$ cat src/rtl/multicycle_control_pkg.sv
// Shared encodings for the multicycle controller: opcodes, FSM states, ALU/mux selects.
// Purely declarative; the controller and its opcode decoder import this package.
package multicycle_control_pkg;

    localparam logic [6:0] OP_R      = 7'b0110011;
    localparam logic [6:0] OP_I      = 7'b0010011;
    localparam logic [6:0] OP_LOAD   = 7'b0000011;
    localparam logic [6:0] OP_STORE  = 7'b0100011;
    localparam logic [6:0] OP_BRANCH = 7'b1100011;

    typedef enum logic [3:0] {
        ST_FETCH  = 4'd0,
        ST_DECODE = 4'd1,
        ST_MEMADR = 4'd2,
        ST_MEMRD  = 4'd3,
        ST_MEMWB  = 4'd4,
        ST_MEMWR  = 4'd5,
        ST_EXEC_R = 4'd6,
        ST_EXEC_I = 4'd7,
        ST_ALUWB  = 4'd8,
        ST_BRANCH = 4'd9
    } state_t;

    localparam logic [1:0] ALUOP_ADD   = 2'b00;
    localparam logic [1:0] ALUOP_SUB   = 2'b01;
    localparam logic [1:0] ALUOP_FUNCT = 2'b10;

    localparam logic [1:0] SRCA_PC    = 2'b00;
    localparam logic [1:0] SRCA_OLDPC = 2'b01;
    localparam logic [1:0] SRCA_RS1   = 2'b10;

    localparam logic [1:0] SRCB_RS2  = 2'b00;
    localparam logic [1:0] SRCB_FOUR = 2'b01;
    localparam logic [1:0] SRCB_IMM  = 2'b10;

    localparam logic PCSRC_ALU    = 1'b0;
    localparam logic PCSRC_ALUOUT = 1'b1;

    // Exactly one bit is set for any opcode value.
    typedef struct packed {
        logic r;
        logic i;
        logic load;
        logic store;
        logic branch;
        logic illegal;
    } op_class_t;

endpackage

$ cat src/rtl/multicycle_control_opcode_decode.sv
// Combinational opcode classifier producing a one-hot instruction class.
// Zero latency, no flow control; anything unrecognised is classed illegal.
module opcode_decode
    import multicycle_control_pkg::*;
(
    input  logic [6:0] i_opcode,
    output op_class_t  o_class
);

    always_comb begin
        o_class = '0;
        case (i_opcode)
            OP_R:      o_class.r       = 1'b1;
            OP_I:      o_class.i       = 1'b1;
            OP_LOAD:   o_class.load    = 1'b1;
            OP_STORE:  o_class.store   = 1'b1;
            OP_BRANCH: o_class.branch  = 1'b1;
            default:   o_class.illegal = 1'b1;
        endcase
    end

endmodule

$ cat src/rtl/multicycle_control.sv
// Moore-style control FSM for a multicycle RISC datapath; 2-5 cycles per instruction.
// Memory states stall on mem_ready with outputs held; rst forces all outputs low.
module multicycle_control
    import multicycle_control_pkg::*;
(
    input  logic       clk,
    input  logic       rst,
    input  logic [6:0] opcode,
    input  logic       zero,
    input  logic       mem_ready,
    output logic       pc_we,
    output logic       ir_we,
    output logic       mem_read,
    output logic       mem_write,
    output logic       iord,
    output logic       reg_write,
    output logic       memreg,
    output logic [1:0] alusrc_a,
    output logic [1:0] alusrc_b,
    output logic [1:0] aluop,
    output logic       pcsrc,
    output logic       instr_done,
    output logic       illegal
);

    state_t    r_state;
    state_t    w_next;
    op_class_t w_class;

    opcode_decode u_opcode_decode (
        .i_opcode (opcode),
        .o_class  (w_class)
    );

    always_ff @(posedge clk) begin
        if (rst) r_state <= ST_FETCH;
        else     r_state <= w_next;
    end

    // Opcode only steers the machine in DECODE and MEMADR.
    always_comb begin
        w_next = r_state;
        case (r_state)
            ST_FETCH:  if (mem_ready) w_next = ST_DECODE;
            ST_DECODE: begin
                if (w_class.r)                        w_next = ST_EXEC_R;
                else if (w_class.i)                   w_next = ST_EXEC_I;
                else if (w_class.load || w_class.store) w_next = ST_MEMADR;
                else if (w_class.branch)              w_next = ST_BRANCH;
                else                                  w_next = ST_FETCH;
            end
            ST_MEMADR: w_next = w_class.store ? ST_MEMWR : ST_MEMRD;
            ST_MEMRD:  if (mem_ready) w_next = ST_MEMWB;
            ST_MEMWR:  if (mem_ready) w_next = ST_FETCH;
            ST_EXEC_R: w_next = ST_ALUWB;
            ST_EXEC_I: w_next = ST_ALUWB;
            default:   w_next = ST_FETCH;
        endcase
    end

    always_comb begin
        pc_we      = 1'b0;
        ir_we      = 1'b0;
        mem_read   = 1'b0;
        mem_write  = 1'b0;
        iord       = 1'b0;
        reg_write  = 1'b0;
        memreg     = 1'b0;
        alusrc_a   = SRCA_PC;
        alusrc_b   = SRCB_RS2;
        aluop      = ALUOP_ADD;
        pcsrc      = PCSRC_ALU;
        instr_done = 1'b0;
        illegal    = 1'b0;
        if (!rst) begin
            case (r_state)
                ST_FETCH: begin
                    mem_read = 1'b1;
                    alusrc_b = SRCB_FOUR;
                    ir_we    = mem_ready;
                    pc_we    = mem_ready;
                end
                ST_DECODE: begin
                    alusrc_a = SRCA_OLDPC;
                    alusrc_b = SRCB_IMM;
                    illegal  = w_class.illegal;
                end
                ST_MEMADR: begin
                    alusrc_a = SRCA_RS1;
                    alusrc_b = SRCB_IMM;
                end
                ST_MEMRD: begin
                    mem_read = 1'b1;
                    iord     = 1'b1;
                end
                ST_MEMWB: begin
                    reg_write  = 1'b1;
                    memreg     = 1'b1;
                    instr_done = 1'b1;
                end
                ST_MEMWR: begin
                    mem_write  = 1'b1;
                    iord       = 1'b1;
                    instr_done = mem_ready;
                end
                ST_EXEC_R: begin
                    alusrc_a = SRCA_RS1;
                    alusrc_b = SRCB_RS2;
                    aluop    = ALUOP_FUNCT;
                end
                ST_EXEC_I: begin
                    alusrc_a = SRCA_RS1;
                    alusrc_b = SRCB_IMM;
                    aluop    = ALUOP_FUNCT;
                end
                ST_ALUWB: begin
                    reg_write  = 1'b1;
                    instr_done = 1'b1;
                end
                ST_BRANCH: begin
                    alusrc_a   = SRCA_RS1;
                    alusrc_b   = SRCB_RS2;
                    aluop      = ALUOP_SUB;
                    pcsrc      = PCSRC_ALUOUT;
                    pc_we      = zero;
                    instr_done = 1'b1;
                end
                default: ;
            endcase
        end
    end

endmodule

$ cat config.mk
export PLATFORM = sky130hd
export DESIGN_NAME = multicycle_control
export DESIGN_NICKNAME = d
export VERILOG_FILES = /design/src/rtl/multicycle_control_pkg.sv /design/src/rtl/multicycle_control_opcode_decode.sv /design/src/rtl/multicycle_control.sv
export SDC_FILE = /design/constraint.sdc
export NUM_CORES = 1
export LEC_CHECK = 0
export ABC_CLOCK_PERIOD_IN_PS = 3100
export CAP_MARGIN = 40
export CORE_MARGIN = 2
export CORE_UTILIZATION = 44
export CTS_BUF_LIST = sky130_fd_sc_hd__clkbuf_8 sky130_fd_sc_hd__clkbuf_16
export CTS_CLUSTER_DIAMETER = 120
export CTS_CLUSTER_SIZE = 14
export DETAILED_ROUTE_END_ITERATION = 12
export PLACE_DENSITY = 0.82
export SLEW_MARGIN = 15
export SYNTH_ARGS = -nofsm -noshare
export SYNTH_HDL_FRONTEND = slang
export SYNTH_HIERARCHICAL = 1
export SYNTH_SLANG_ARGS = --single-unit
$ cat constraint.sdc
create_clock -name clk -period 3.1 [get_ports clk]
set_input_delay 0.31 -clock clk [delete_from_list [all_inputs] [get_ports clk]]
set_output_delay 0.31 -clock clk [all_outputs]
set_load 0.02 [all_outputs]
## Word-level counts from Yosys, hierarchy flattened

Cells that the tools add are included.

- Eq/ne operators: 17
- Reductions and logical operators: 11
- Multiplexer cells: 41

Operators with widths:

| cell | number |
|---|---|
| $mux 4 | 7 |
| $mux 1 | 24 |
| $pmux 4 s6 | 1 |
| $eq 4x3->1 const B | 4 |
| $eq 7x6->1 const B | 2 |
| $pmux 2 s2 | 3 |
| $eq 4x2->1 const B | 2 |
| $eq 4x4->1 const B | 2 |
| $reduce_or 2->1 | 4 |
| $eq 7x2->1 const B | 1 |
| $eq 7x5->1 const B | 1 |
| $eq 7x7->1 const B | 1 |
| $mux 2 | 3 |
| $ne 2x2->1 const B | 3 |
| $reduce_or 3->1 | 2 |
| $reduce_or 5->1 | 1 |
| $eq 4x1->1 const B | 1 |
| $logic_not 4->1 | 1 |
| $pmux 1 s2 | 2 |
| $reduce_or 4->1 | 1 |
| $mux 3 | 1 |
| $reduce_and 3->1 | 1 |
| $logic_or 1x1->1 | 1 |

- Flip-flop bits (word level): 4
- Bits of input ports: 11

## Depth between registers and ports, before layout

Gate-level depths: netlist of run 1.

- Depth after elaboration: 7
- Depth in mapped cells: 5

## By module

Netlist of run 1, hierarchy kept.

Modules (own cells, without submodules):

| module | area an instance (um^2) | seq. area each (um^2) | cells each | times used |
|---|---|---|---|---|
| multicycle_control | 506.7 | 80.1 | 75 | 1 |
| opcode_decode | 100.1 | 0.0 | 11 | 1 |

## Least setup slack after synthesis of run 1

Ideal clock, no wire load.

- Kind: register to output
- From: register r_state[2]
- To: output ir_we
- Path buffers: 1
- Data arrival time: 1.426 ns
- Path slack: 1.364 ns
- Cell stages (with the launch flop): 5
- Path through: dfxtp_1 buf_2 or3_1 nor3_2 and2_1

- Word-level cells in the longest chain between the ends: 3

Ends and longest elaborated chain:

| what | RTL line | text |
|---|---|---|
| start, declared | multicycle_control.sv:26 | `state_t r_state;` |
| start signal, assigned | multicycle_control.sv:37 | `else r_state <= w_next;` |
| $logic_not 4->1 | multicycle_control.sv:76 | `case (r_state)` |
| $mux 1 | multicycle_control.sv:76 |  |
| $mux 1 | multicycle_control.sv:75 | `if (!rst) begin` |
| end, declared | multicycle_control.sv:12 | `output logic ir_we,` |

Every way passes these cells.

## Worst setup path in the final report of run 1

- From: input rst
- To: output ir_we

- Word-level cells in the longest chain between the ends: 1

Ends and longest elaborated chain:

| what | RTL line | text |
|---|---|---|
| start, declared | multicycle_control.sv:7 | `input logic rst,` |
| $mux 1 | multicycle_control.sv:75 |  |

Every way passes these cells.

==> summary.txt, run 1 <==
Drt
  • Vias per inst: 5.736
  • Initial DRC Count: 7
  • DRC: 0
  • Antenna-violating nets left: 0
  • DR vias: 694
  • Drt first pass iters: 4
  • Wire length per cell: 12.51 µm
  • Routed wire length: 1514 µm

Cells and area
  • Nets@finish: 119
  • Commonest non-fill, non-tap cells in the layout: clkdlybuf4s50_1 (26), nor2_1 (11), nand2_1 (6), a21oi_1 (6), nor3_1 (6)
  • Area delta synth->final: 43.09%
  • N_diodes: 0
  • Commonest non-fill, non-tap cell in the layout: clkdlybuf4s50_1
  • Largest Register: r_state
  • Layout cell share with drive strength beyond 1: 0.08491
  • Max reg flops: 4
  • Largest regs: r_state x4

Floorplanning
  • FP Rows: 13
  • I/O pins: 27
  • Die H: slightly above 40 µm
  • Starting density of the core: 0.4663
  • Core ar.: 0.001301 mm²
  • DIE WIDTH: 41.14 µm
  • Die area: about 0.0017 mm²

Clocking
  • Clk_lat worst skew: 210 ps
  • Num Clock Sinks: 4
  • Cts repair resizes: 0
  • Cts bufs inserted: 3
  • Reg clk slew, reported paths: 30 ps
  • Hold_buf cts: 0
  • Longest Clk Path Bufs: 2
  • Clk root buf: clkbuf_8
  • Post-CTS Setup Bufs: 0
  • CTS tree: yes
  • CTS H-tree lvls: 1

GRT
  • Global route overflow: 0
  • First-pass GRT wire length: about 2300 µm
  • Largest net degree at the start of global routing: 20
  • Number of global-route vias before repair: 549
  • Antenna violations before repair: 0
  • GRT Overall Usage: 0.2036

STA
  • Fin Setup TNS: 0 ps
  • Fmax: 402.9 MHz
  • Final period util: 0.8006
  • Minimum clock period: 2482 ps
  • Final setup fails: 0
  • Hold WS: 747.7 ps
  • RSZ-0062 raised after global routing: false
  • Clock Skew: 4.284 ps
  • Least-Margin Pin Slew: 642.0 ps
  • Final Max Tran Viols: 0
  • Final Hold Vio Count: 0
  • Worst slew margin: 0.5714

Pwr
  • Static power due to leakage: 0.0002929 µW
  • Cell Pwr Density: roughly 260 mW/mm²
  • Peak VDD IR: 161.2 µV

Job
  • Total of max-cap violations: 0

Run status
  • Outcome: finished, final reports clean

Worst setup path
  • Critical Path Sink: ir_we
  • Largest stage delay, worst path: approximately 590 ps
  • Reg2reg setup slack: approximately 1500 ps
  • Top Family by Delay on Critical Path: buffers and inverters
  • R2R Path Start: r_state[0]
  • CP max-delay cell: clkdlybuf4s50_1
  • WP buf/inv: 2
  • R2R cell count: 3
  • Crit. path cell count: 5
  • Most numerous cell on the critical path: clkdlybuf4s50_1
  • CP endpoint kind: primary output
  • Crit path cell chain: clkdlybuf4s50_1 > or3_1 > nor3_2 > and2_1 > clkdlybuf4s50_1
  • Worst EP arrival: 2170 ps
  • Crit. Startpoint: rst
  • Worst setup SP type: primary input
  • Max FO, Critical Path: 9
  • Critical R2R Capture: r_state[0]
  • CP Data Required Time: 2790 ps
  • CP Class: in -> out

Logic synthesis
  • Syn avg cell area: 7.056 µm²
  • Post-synthesis cell area: ~610 µm²
  • Yosys reg bits: 4
  • Synth Instances: 86
  • Yosys cell types: 36
  • Seq/Total Area, Yosys: 0.1320
  • Yosys warns: 6
  • Syn nets: 97

Hold path
  • HP Class: reg -> reg

Place
  • Final GP Congestion: 0.7894
  • Port-buffer cells: 26
  • HPWL after DPL: 1141 µm
synth_stat cells, drive strengths merged:
library cell	n	share of area
a21oi	6	0.049
or2	1	0.010
or3b	1	0.014
and4bb	1	0.021
nand2b	3	0.031
o211ai	2	0.025
nand3	2	0.016
nand4	1	0.010
nor4b	2	0.049
inv	2	0.012
nand4bb	1	0.045
xnor2	2	0.029
nor2b	5	0.052
or3	2	0.021
nor2	11	0.068
xor2	1	0.014
nand2	6	0.037
a21o	1	0.012
nor4	3	0.031
buf	9	0.097
nor3	7	0.066
dfxtp	4	0.13
nand3b	1	0.012
and2b	1	0.012
a311oi	1	0.014
o32ai	1	0.014
o21a	1	0.012
and3	2	0.025
a211oi	1	0.012
o21ai	1	0.0082
and2	2	0.021
nor3b	2	0.025
worst min-delay path by stage:
stage,start,endpoint,slack (ps),cells past startpoint
global placement,r_state[0],r_state[3],720,2
finish,r_state[0],r_state[3],750,2
CTS,r_state[0],r_state[3],730,2
global route,r_state[0],r_state[3],780,2
detailed placement,r_state[0],r_state[3],730,2
floorplan,mem_ready,r_state[2],430,1
layout make-up:
type | instances | area (µm²)
clock buffers | 3 | 41.29
fillers | 114 | 432.9
inverters | 2 | 7.507
multi-input cells | 71 | 460.4
flip-flops and latches | 4 | 80.08
well taps | 15 | 18.77
repair buffers | 26 | 260.3
power breakdown:
group          switching [µW]  internal, µW  leakage [µW]  total (µW)
Sequential               5.04          53.0     0.0000325        58.0
Clock                    24.7          82.6     0.0000216         107
Combinational            28.3          32.8      0.000239        61.1
Total                    58.0           168      0.000293         226
layer usage:
layer,GRT usage,vias up,part of all wire
li1,-,344,-
met1,0.2444,327,0.41
met5,0,-,0
met4,0.02419,0,0
met3,0.03261,0,0.048
met2,0.3828,23,0.54
through the flow:
step | instance area, µm² | std cells | setup slack (ps) | power (µW) | util
floorplan | 606.8 | 86 | 1364 | 91.72 | -
global placement | 827.0 | 118 | 688.8 | 117.4 | 0.6356
detailed placement | 827.0 | 118 | 628.1 | 119.6 | 0.6356
CTS | 868.3 | 121 | 617.0 | 226.5 | 0.6673
global route | 868.3 | 121 | 449.0 | 238.5 | 0.6673
finish | 868.3 | 121 | 618.0 | 226.3 | 0.6673
kinds of logic (layout without fill, tap and decap cells):
logic type,after synthesis,count (layout),share of synthesized area
buf+inv,11,31,0.1093
xor+xnor,3,3,0.04331
flops,4,4,0.1320
simple gates,54,54,0.5670
compound gates,14,14,0.1485
worst register-to-register path, delay by kind of cell (launching register included):
kind,cells,cell delay (ps)
compound gates,2,430
flops,1,670
simple gates,1,390
Power figures use the tool's default switching activity.
==> inputs of run 2 (changes only) <==
Settings changed: ABC_CLOCK_PERIOD_IN_PS 3100 to 2400, CORE_UTILIZATION 44 to 40, PLACE_DENSITY 0.82 to 0.75.
Clock period 3.1 ns to 2.4 ns, I/O delays scaled along.
==> summary.txt, run 2 (synthesized netlist as in run 1, its figures left out) <==
Cells and area
  • Max reg flops: 4
  • N_diodes: 0
  • # fillers: 142
  • Area delta synth->final: 48.87%
  • Largest Register: r_state
  • Largest regs: r_state x4
  • Commonest non-fill, non-tap cell in the layout: clkdlybuf4s50_1
  • Nets@finish: 123
  • Commonest non-fill, non-tap cells in the layout: clkdlybuf4s50_1 (25), nor2_1 (11), nand2_1 (6), a21oi_1 (6), nor3_1 (6)
  • Layout cell share with drive strength beyond 1: 0.1273

Floorplanning
  • DIE WIDTH: around 43 µm
  • Core ar.: 0.001471 mm²
  • FP Rows: 14
  • Die H: 42.95 µm
  • I/O pins: 27
  • Starting density of the core: 0.4124
  • Die area: roughly 0.0018 mm²

Worst setup path
  • Worst EP arrival: 2010 ps
  • Top Family by Delay on Critical Path: buffers and inverters
  • CP Data Required Time: 2160 ps
  • CP Class: reg -> out
  • CP max-delay cell: clkdlybuf4s50_1
  • Largest stage delay, worst path: 600 ps
  • Max FO, Critical Path: 12
  • WP buf/inv: 2
  • Crit path cell chain: buf_4 > nor4b_2 > and2b_1 > and2_1 > clkdlybuf4s50_1
  • CP endpoint kind: primary output
  • Reg2reg setup slack: 880 ps
  • Worst setup SP type: flip-flop

Pwr
  • Cell Pwr Density: 329.1 mW/mm²
  • Static power due to leakage: between 0.0003 and 0.0004 µW
  • Tot Pwr: 297.3 µW
  • Peak VDD IR: 178.1 µV

STA
  • Fin Setup TNS: 0 ps
  • Hold WS: 408.2 ps
  • Final setup fails: 0
  • Worst slew margin: 0.6905
  • Fmax: roughly 450 MHz
  • Final period util: 0.9361
  • Final Max Tran Viols: 0
  • Final Hold Vio Count: 0
  • Clock Skew: 0.8470 ps
  • RSZ-0062 raised after global routing: false
  • Least-Margin Pin Slew: roughly 460 ps
  • Minimum clock period: around 2200 ps

Hold path
  • HP Class: in -> reg

Clocking
  • Longest Clk Path Bufs: 2
  • Reg clk slew, reported paths: 30 ps
  • CTS tree: yes
  • Clk_lat worst skew: around 210 ps
  • Num Clock Sinks: 4
  • Post-CTS Setup Bufs: 0
  • CTS H-tree lvls: 1
  • Cts bufs inserted: 3
  • Clk root buf: clkbuf_8

GRT
  • Global route overflow: 0
  • First-pass GRT wire length: 2566 µm
  • Largest net degree at the start of global routing: 17
  • Antenna violations before repair: 0
  • Number of global-route vias before repair: approximately 610
  • GRT Overall Usage: 0.1802

Place
  • HPWL after DPL: 1105 µm
  • Final GP Congestion: approximately 0.78
  • Port-buffer cells: 26

Job
  • Total of max-cap violations: 0

Drt
  • Initial DRC Count: 10
  • Drt first pass iters: 4
  • Vias per inst: between 5 and 6
  • Wire length per cell: 11.35 µm
  • Antenna-violating nets left: 0
  • DRC: 0
  • Routed wire length: approximately 1400 µm
  • DR vias: 688

Run status
  • Outcome: finished, final reports clean
run 2: cell count changes in the layout (fill, tap and decap cells not counted), sizes merged:
| cell | before | now |
|---|---|---|
| dlymetal6s2s | 0 | 1 |
| clkdlybuf4s50 | 26 | 25 |
| buf | 0 | 4 |
run 2: layout make-up:
class | count | area [µm²] | area share
Clock buffer | 3 | 41.29 | 0.04571
Inverter | 2 | 7.507 | 0.008310
Multi-Input combinational cell | 71 | 460.4 | 0.5097
Sequential cell | 4 | 81.33 | 0.09003
Tap cell | 16 | 20.02 | 0.02216
Timing Repair Buffer | 30 | 292.8 | 0.3241
run 2: worst reg2reg max path, cell delays in order (launching register included):
cell	delay, ps
dfxtp_1	420
buf_4	230
nor4b_2	260
buf_4	170
o211ai_1	90
a311oi_1	260
run 2: routing by layer:
metal  wire (µm)  part of all wire  vias to the layer above  track usage
met5           0                 0                        -            0
met4          12            0.0084                        0      0.07273
met3          57             0.040                        2      0.02553
met2         771              0.54                       22       0.3182
met1         588              0.41                      311       0.2159
li1            -                 -                      353            -
run 2: power by group:
group,leakage (µW),total [µW],switching [µW],internal (µW)
Combinational,0.000269,84.4,38.4,46.0
Clock,0.0000216,140,33.0,107
Sequential,0.0000330,73.0,4.58,68.5
run 2: final timing paths:
check | from | end | depth (start not counted)
setup / recovery | r_state[2] | illegal | 5
hold / removal | rst | r_state[1] | 2
setup reg to reg | r_state[2] | r_state[0] | 5
hold reg to reg | r_state[1] | r_state[3] | 2
run 2: repair_timing:
item | CTS | global route
hold buffers | 0 | 0
setup endpoints to repair | 0 | 1
gates resized for setup | 0 | 2
run 2: through the flow:
step                      utilization  instance area [µm²]  setup WS (ps)  cells
after global placement         0.5833                858.3          133.5    123
after global routing           0.6139                903.4          19.29    126
after CTS                      0.6114                899.6          55.25    126
final                          0.6139                903.4          153.4    126
after floorplan                     -                606.8          734.4     86
after detailed placement       0.5833                858.3          86.75    123
